### config.mk
export PLATFORM = sky130hd
export DESIGN_NAME = lift_row_sequencer
export DESIGN_NICKNAME = d
export VERILOG_FILES = /design/src/rtl/lift_row_sequencer.sv
export SDC_FILE = /design/constraint.sdc
export NUM_CORES = 1
export LEC_CHECK = 0
export BUFFER_PORTS_ARGS = -buffer_cell sky130_fd_sc_hd__buf_2
export CELL_PAD_IN_SITES_DETAIL_PLACEMENT = 1
export CELL_PAD_IN_SITES_GLOBAL_PLACEMENT = 1
export CORE_AREA = 2 2 425 427
export DETAILED_ROUTE_END_ITERATION = 8
export DIE_AREA = 0 0 427 429
export GPL_ROUTABILITY_DRIVEN = 0
export GPL_TIMING_DRIVEN = 0
export PLACE_DENSITY = 0.37
export REMOVE_ABC_BUFFERS = 1
export SLEW_MARGIN = 5
export SYNTH_ARGS = -nofsm -noshare
export SYNTH_HDL_FRONTEND = slang
export SYNTH_SLANG_ARGS = --single-unit
### constraint.sdc
create_clock -name clk -period 2.2 [get_ports clk]
set_input_delay 0.66 -clock clk [delete_from_list [all_inputs] [get_ports clk]]
set_output_delay 0.66 -clock clk [all_outputs]
set_load 0.01 [all_outputs]
### src/rtl/lift_row_sequencer.sv
// Row sequencer for the parallel lifting datapath: RAM read, operand load, fire, result write.
// Optional WACK timeout enabled by defining LIFT_SEQ_TIMEOUT_EN.
module lift_row_sequencer #(
   parameter int DW  = 144,
   parameter int AW  = 10,
   parameter int FW  = 80,
   parameter int RW  = 9,
   parameter int TMO = 64
) (
   input  logic          clk,
   input  logic          rst,
   input  logic          start,
   input  logic [AW-1:0] num_rows,
   input  logic [FW-1:0] flgs_cfg,
   output logic [AW-1:0] addr_coef,
   output logic          we_coef,
   input  logic [DW-1:0] dout_lf,
   input  logic [DW-1:0] dout_sa,
   input  logic [DW-1:0] dout_rt,
   output logic [DW-1:0] left_s_i,
   output logic [DW-1:0] sam_s_i,
   output logic [DW-1:0] right_s_i,
   output logic [FW-1:0] flgs_s_i,
   output logic [AW-1:0] row_ind,
   output logic          update_s,
   input  logic          res_valid,
   input  logic [AW-1:0] res_out_x,
   output logic [AW-1:0] addr_res,
   output logic [RW-1:0] din_res,
   output logic          we_res,
   output logic          busy,
   output logic          done,
   output logic          err
);

   typedef enum logic [3:0] {
      IDLE, RD, LAT, LOAD, FIRE, WACK, WR, NEXT, FIN
   } state_t;

   state_t        state, nxt;
   logic [AW-1:0] row, nrows;
   logic [FW-1:0] flgs_q;
   logic [RW-1:0] res_q;
   logic          last;
   logic          tmo_hit;
   logic          unused_ok;

   assign last      = (row == nrows - AW'(1));
   assign unused_ok = ^res_out_x[AW-1:RW];

   always_ff @(posedge clk) begin
      if (rst) state <= IDLE;
      else     state <= nxt;
   end

   always_comb begin
      nxt = state;
      unique case (state)
         IDLE: if (start) nxt = (num_rows == '0) ? FIN : RD;
         RD:   nxt = LAT;
         LAT:  nxt = LOAD;
         LOAD: nxt = FIRE;
         FIRE: nxt = WACK;
         WACK: begin
            if (res_valid)    nxt = WR;
            else if (tmo_hit) nxt = NEXT;
         end
         WR:   nxt = NEXT;
         NEXT: nxt = last ? FIN : RD;
         FIN:  nxt = IDLE;
         default: nxt = IDLE;
      endcase
   end

   // a write is dropped if reset lands on the WR cycle
   always_comb begin
      busy     = (state != IDLE);
      update_s = (state == FIRE);
      we_res   = (state == WR) && !rst;
   end

   assign we_coef   = 1'b0;
   assign addr_coef = row;
   assign addr_res  = row;
   assign din_res   = res_q;

   always_ff @(posedge clk) begin
      if (rst) begin
         row       <= '0;
         nrows     <= '0;
         flgs_q    <= '0;
         res_q     <= '0;
         left_s_i  <= '0;
         sam_s_i   <= '0;
         right_s_i <= '0;
         flgs_s_i  <= '0;
         row_ind   <= '0;
         done      <= 1'b0;
      end else begin
         done <= (state == FIN);
         unique case (state)
            IDLE: if (start) begin
               nrows  <= num_rows;
               flgs_q <= flgs_cfg;
               row    <= '0;
            end
            LOAD: begin
               left_s_i  <= dout_lf;
               sam_s_i   <= dout_sa;
               right_s_i <= dout_rt;
               flgs_s_i  <= flgs_q;
               row_ind   <= row;
            end
            WACK: if (res_valid) res_q <= res_out_x[RW-1:0];
            NEXT: if (!last) row <= row + AW'(1);
            default: ;
         endcase
      end
   end

`ifdef LIFT_SEQ_TIMEOUT_EN
   localparam int CW = $clog2(TMO + 1);
   logic [CW-1:0] wcnt;
   logic          err_q;

   assign tmo_hit = (state == WACK) && !res_valid
                    && (wcnt == CW'(TMO - 1));
   assign err     = err_q;

   always_ff @(posedge clk) begin
      if (rst) begin
         wcnt  <= '0;
         err_q <= 1'b0;
      end else begin
         wcnt <= (state == WACK) ? wcnt + CW'(1) : '0;
         if (state == IDLE && start) err_q <= 1'b0;
         else if (tmo_hit)           err_q <= 1'b1;
      end
   end
`else
   assign tmo_hit = 1'b0;
   assign err     = 1'b0;
`endif

endmodule

==> results of run 1 <==
-- layout make-up --
cell class / count / area (um2) / area share
Sequential cell: 636 / 12770 / 0.3612
Multi-Input combinational cell: 2005 / 9156 / 0.2590
Timing Repair Buffer: 1218 / 7625 / 0.2157
Tap cell: 2355 / 2947 / 0.08336
Clock buffer: 137 / 2570 / 0.07271
Clock inverter: 21 / 215.2 / 0.006088
Antenna cell: 17 / 42.54 / 0.001203
Inverter: 6 / 25.02 / 0.0007079
-- cell usage in the layout (no fill, tap or decap), drive strengths merged, types with 10 or more instances in the layout --
cell type  synthesis  routed
a21oi            627     627
buf               68    1198
clkbuf           160     148
clkinv             0      12
dfxtp            636     636
diode              0      17
inv                6      10
mux2i             10      10
nand2           1253    1253
nand3             15      15
nor2              14      14
or3               13      14
-- metrics by stage --
stage	std cells	util	setup slack, ns
6_report	6395	0.1985	-0.09774
5_1_grt	6390	0.1985	-0.2143
4_1_cts	6349	0.1950	-0.2052
3_5_place_dp	6163	0.1741	-1.927
3_3_place_gp	6090	0.1680	-64.10
2_1_floorplan	2646	-	-24.37
-- worst max path at each step --
stage | slack (ns) | to | cells after the start | start
detailed placement | -1.93 | right_s_i[75] | 16 | state[0]
floorplan | -24.37 | flgs_s_i[0] | 3 | state[2]
global route | -0.21 | busy | 4 | state[1]
global placement | -64.10 | left_s_i[121] | 3 | state[2]
finish | -0.1 | busy | 4 | state[1]
CTS | -0.21 | busy | 4 | state[1]
-- worst max-delay path, delay by kind of cell (launching register included) --
kind / cells / cell delay, ns
simple gates: 1 / 0.25
flops: 1 / 0.34
buf+inv: 3 / 0.34
-- layer usage --
metal / part of all wire / vias to the layer above / GRT usage
li1: - / 11490 / -
met1: 0.40 / 11350 / 0.1553
met2: 0.51 / 656 / 0.2416
met3: 0.065 / 215 / 0.04201
met4: 0.030 / 16 / 0.04387
met5: 0.00071 / - / 0
-- repair_timing --
item,CTS,global route
setup buffers,30,22
pin swaps,11,17
setup endpoints to repair,607,232
cloned,11,13
gates resized for setup,142,40
-- state kept, by name, summed over array words and instances (netlist names) --
register,cells
row_ind,10
flgs_s_i,80
state,4
addr_coef,10
done,1
din_res,9
left_s_i,144
sam_s_i,144
flgs_q,80
nrows,10
right_s_i,144
-- logic make-up (layout without fill, tap and decap cells) --
group / count (synthesis) / in the layout
other: 1 / 19
muxes: 10 / 10
adders and majority gates: 2 / 2
DFF: 636 / 636
AOI/OAI and AO/OA: 650 / 650
and+or+nand+nor: 1325 / 1326
xor gates and xnor gates: 15 / 15
buffers and inverters: 234 / 1382
-- power by group through the flow --
| stage | logic, mW | registers (mW) | clock network [mW] |
|---|---|---|---|
| after floorplan | 1.07 | 12.3 | 0 |
| after global placement | 2.66 | 12.2 | 0 |
| after detailed placement | 2.51 | 12.3 | 0 |
| after CTS | 2.80 | 12.0 | 15.0 |
| after global routing | 3.16 | 12.1 | 15.4 |
| final | 2.87 | 12.0 | 14.2 |
==> results.cfg, run 1 <==
[status]
outcome = finished with violations
violations = setup timing

[synth]
synth_top_cell_by_area = dfxtp_1
synthesis.area_um2 = 22500
synth_top_family_by_area = simple AND/OR/NAND/NOR gates
ys_seq_area_frac = 0.5658
synth_top_area_share = 0.5658
synthSimpleGateAreaFrac = 0.2282
ys_types = 43
synth_mux_area_frac = 0.004448
ys_ff_latch = 636
synth_compound_area_frac = 0.1492
synth_cells = 2873
avgSynthCellArea_um2 = 7.833
synth_edf_count = 0
synth_fa_ha_area_frac = 0.001112
synth_flop_cell = dfxtp_1
synth_most_common_cell = nand2_1
yosysWarningCount = 0
yosys-top-cells-count = nand2_1, dfxtp_1, a21oi_1
ys_async_sr_fraction = 0
synth_xor_xnor_area_share = 0.005838
synth_area_leaders = dfxtp_1, nand2_1, a21oi_1

[floorplan]
initial_core_util = 0.1264
core_area_um2 = 178000
chipWidth_um = 427
io_pins = 1093
placement_rows = 155
die_area_um2 = 183200
die_y_um = 429

[clock_network]
clk_pin_slew_worst_paths_ns = 0.06
worstSkewPairLatency_ns = 0.70
ctsHtreeMaxLevel = 3
clk_path_buf_depth = 3
cts.sinks = 636
root_buffer = clkbuf_16
holdBufCountCts = 0
cts_tree = yes
cts-buffers-inserted = 89

[route]
wire_per_inst_um = 20.96
postRouteAntennaNets = 0
drt-initial-drc-count = 883
route.detailed.drc = 0
dr.pass1.iters = 4
viasPerCell = 3.710
wl_um = 134000
dr_total_vias = 23720

[cells_and_area]
layout.nets = 4494
drive_gt1_frac = 0.3560
area_growth_pct = 57.08
final_area_um2 = 35350
final.fill_count = 21370

[global_routing]
grt_pass1_vias = 23290
gr-total-overflow = 0
antenna_found_initial = 56
grt_max_degree = 118
grt.total_usage = 0.1368
grt_pass1_wl_um = 179900

[timing]
relSlewSlack = 0.5595
drv_slew = 0
fin_ws_ns = -0.09774
finalSetupViolCount = 8
tightest_slew_ns = 0.6607
period_share = 1.044
fmax_mhz = 435.2
fin_crit_ns = 2.298
hold_ws_ns = 0.1927
rsz0062_at_grt = true
fin_worst_skew_ns = 0.03404
tns_ns = -0.3798
hold_viol = 0

[power_and_ir_drop]
clock_power_share = 0.489
switchingPower_mw = 7.794
power_density_nw_per_um2 = 824.0
seqPwrFrac = 0.413
switching_share = 0.2676
p_int_mw = 21.33
vdd_drop_max_v = 0.0004975
leakagePower_nw = 14.73
power_mw = 29.13
pwr-share-comb = 0.098

[worst_hold_path]
whs_path_depth = 3
min_to = left_s_i[65]
hp-class = input pin to flop
worstHoldStart = dout_lf[65]

[worst_setup_path]
worstReg2RegStart = nrows[0]
critical_path_arrival_ns = 1.64
r2r_slack_ns = -0.05
cp-end-kind = primary output
worstPathRequired_ns = 1.54
path_cells = buf_8, nor4_4, inv_2, buf_6
cp_slowest_stage_delay_ns = 0.34
critPathLaunchType = flop
crit_fanout = 5
path_class = flop to primary output
reg2reg_to = addr_coef[5]
reg2reg_depth = 8
cp_slowest_cell = dfxtp_4

[flow_run]
maxCapViolations = 0

[place]
hpwl_um = 95870
port_buffers = 1089
place_area_um2 = 31000
Power figures use the tool's default switching activity.
==> run 2, diff against run 1 <==
--- a/config.mk
+++ b/config.mk
@@ -8,12 +8,12 @@
 export BUFFER_PORTS_ARGS = -buffer_cell sky130_fd_sc_hd__buf_2
 export CELL_PAD_IN_SITES_DETAIL_PLACEMENT = 1
 export CELL_PAD_IN_SITES_GLOBAL_PLACEMENT = 1
-export CORE_AREA = 2 2 425 427
+export CORE_AREA = 2 2 429 431
 export DETAILED_ROUTE_END_ITERATION = 8
-export DIE_AREA = 0 0 427 429
+export DIE_AREA = 0 0 431 433
 export GPL_ROUTABILITY_DRIVEN = 0
 export GPL_TIMING_DRIVEN = 0
-export PLACE_DENSITY = 0.37
+export PLACE_DENSITY = 0.35
 export REMOVE_ABC_BUFFERS = 1
 export SLEW_MARGIN = 5
 export SYNTH_ARGS = -nofsm -noshare
==> constraint.sdc (replaced) <==
create_clock -name clk -period 2.4 [get_ports clk]
set_input_delay 0.72 -clock clk [delete_from_list [all_inputs] [get_ports clk]]
set_output_delay 0.72 -clock clk [all_outputs]
set_load 0.01 [all_outputs]
==> results.cfg, run 2 (synthesis gave the netlist of run 1 again) <==
[status]
outcome = finished with violations
violations = setup timing

[timing]
rsz0062_at_grt = true
fmax_mhz = 406.7
fin_ws_ns = -0.05898
fin_worst_skew_ns = 0.02170
finalSetupViolCount = 1
tightest_slew_ns = 0.7232
period_share = 1.025
fin_crit_ns = 2.459
drv_slew = 0
tns_ns = -0.05898
relSlewSlack = 0.5179
hold_viol = 0

[cells_and_area]
layout_commonest_cell = nand2_1
reg_top3 = left_s_i (144), right_s_i (144), sam_s_i (144)
final.fill_count = 21880
finalNonFillerCells = 6387
seqCellArea_um2 = 12750
layout.nets = 4453
drive_gt1_frac = 0.3416
multiInputGateArea_um2 = 8959
area_growth_pct = 53.20
utilization = 0.1893
final_cell_mix = nand2_1, buf_2, a21oi_1, dfxtp_1, clkbuf_16

[route]
viasPerCell = 3.646
wl_um = 130000
dr_total_vias = 23290
postRouteAntennaNets = 0
dr.pass1.iters = 4
route.detailed.drc = 0
wire_per_inst_um = 20.36
drt-initial-drc-count = 837

[floorplan]
die_area_um2 = 186600
placement_rows = 157
io_pins = 1093
chipWidth_um = 431
initial_core_util = 0.1236
die_y_um = 433
core_area_um2 = 182100

[power_and_ir_drop]
power_density_nw_per_um2 = 782.2
leakagePower_nw = 14.27
vdd_drop_max_v = 0.0004267

[worst_setup_path]
path_cells = buf_8, buf_16, nor3_2, buf_4
critical_path_arrival_ns = 1.74
cp_slowest_stage_delay_ns = 0.34
critPathLaunchType = input pin
reg2reg_to = right_s_i[57]
worstReg2RegStart = state[1]
cp-end-kind = primary output
worstPathRequired_ns = 1.68
reg2reg_depth = 7
cp_slowest_cell = buf_16
path_class = input pin to primary output
crit_fanout = 91
r2r_slack_ns = 0.09

[worst_hold_path]
hp-class = input pin to flop
min_to = left_s_i[3]
worstHoldStart = dout_lf[3]
whs_path_depth = 3

[place]
hpwl_um = 97150
preCtsSetupSlack_ns = -1.560
dp_cells = 6195
port_buffers = 1089

[clock_network]
cts.sinks = 636
holdBufCountCts = 0
root_buffer = clkbuf_16
clk_pin_slew_worst_paths_ns = 0.06
worstSkewPairLatency_ns = 0.71
cts-buffers-inserted = 92
ctsHtreeMaxLevel = 3
clk_path_buf_depth = 3
cts_tree = yes

[global_routing]
antenna_found_initial = 79
grt.total_usage = 0.1315
grt_max_degree = 120
grt_pass1_wl_um = 177900
gr-total-overflow = 0
grt_pass1_vias = 23290

[flow_run]
maxCapViolations = 0
==> run 2: changes by cell type in the layout (fill, tap and decap cells not counted), moves of 5 or more <==
cell       previous run  this run
buf_4                47        28
nand2_1            1227      1240
buf_12               20         9
nand2_4              11         2
dfxtp_1             618       626
dfxtp_2              13         6
bufbuf_16             9         3
clkbuf_16           102        96
buf_6                18        23
==> run 2: worst max-delay path by stage <==
stage                    endpoint  slack [ns]  startpoint  cells past startpoint
floorplan             flgs_s_i[0]      -24.17    state[2]                      3
global route                 busy       -0.13    state[1]                      4
detailed placement  left_s_i[139]       -1.56    state[1]                     16
finish                     we_res       -0.06         rst                      4
CTS                          busy       -0.11    state[1]                      4
global placement      sam_s_i[68]      -63.62    state[2]                      3
==> run 2: report_power, final <==
part           switching, mW  internal (mW)  leakage (nW)
combinational           1.41          0.937          7.69
clock                   5.55           8.05          1.43
sequential             0.167           10.9          5.15
total                   7.12           19.8          14.3
==> run 2: layer usage <==
layer	vias up	global-route usage	wire length, um
met5	-	0	177
met4	26	0.03842	3958
met3	250	0.04526	9314
met2	691	0.2298	65180
met1	10930	0.1504	51410
li1	11390	-	-
==> run 2: through the flow <==
stage	total power [mW]	cell area, um2	hold WS (ns)
floorplan	12.29	21510	0.4260
detailed placement	13.55	31030	0.4437
global placement	13.75	29950	0.4388
CTS	27.77	34320	0.1416
finish	26.97	34470	0.2483
global route	28.37	34450	0.1773
==> run 2: final cells by class <==
class,count,area share
Antenna cell,18,0.001307
Clock buffer,141,0.07738
Clock inverter,22,0.007513
Inverter,6,0.0006533
Multi-Input combinational cell,2006,0.2599
Sequential cell,636,0.3700
Tap cell,2385,0.08656
Timing Repair Buffer,1173,0.1967
==> run 2: what timing repair did <==
action	4_1_cts	5_1_grt
resized for setup	59	24
pin swaps	5	6
buffers inserted	15	3
endpoints found under the setup margin	562	153
gates cloned	5	3
==> run 2: worst max-delay path: cells and delay by family <==
kind	cells	cell delay, ns
simple gates	1	0.10
buf+inv	3	0.73
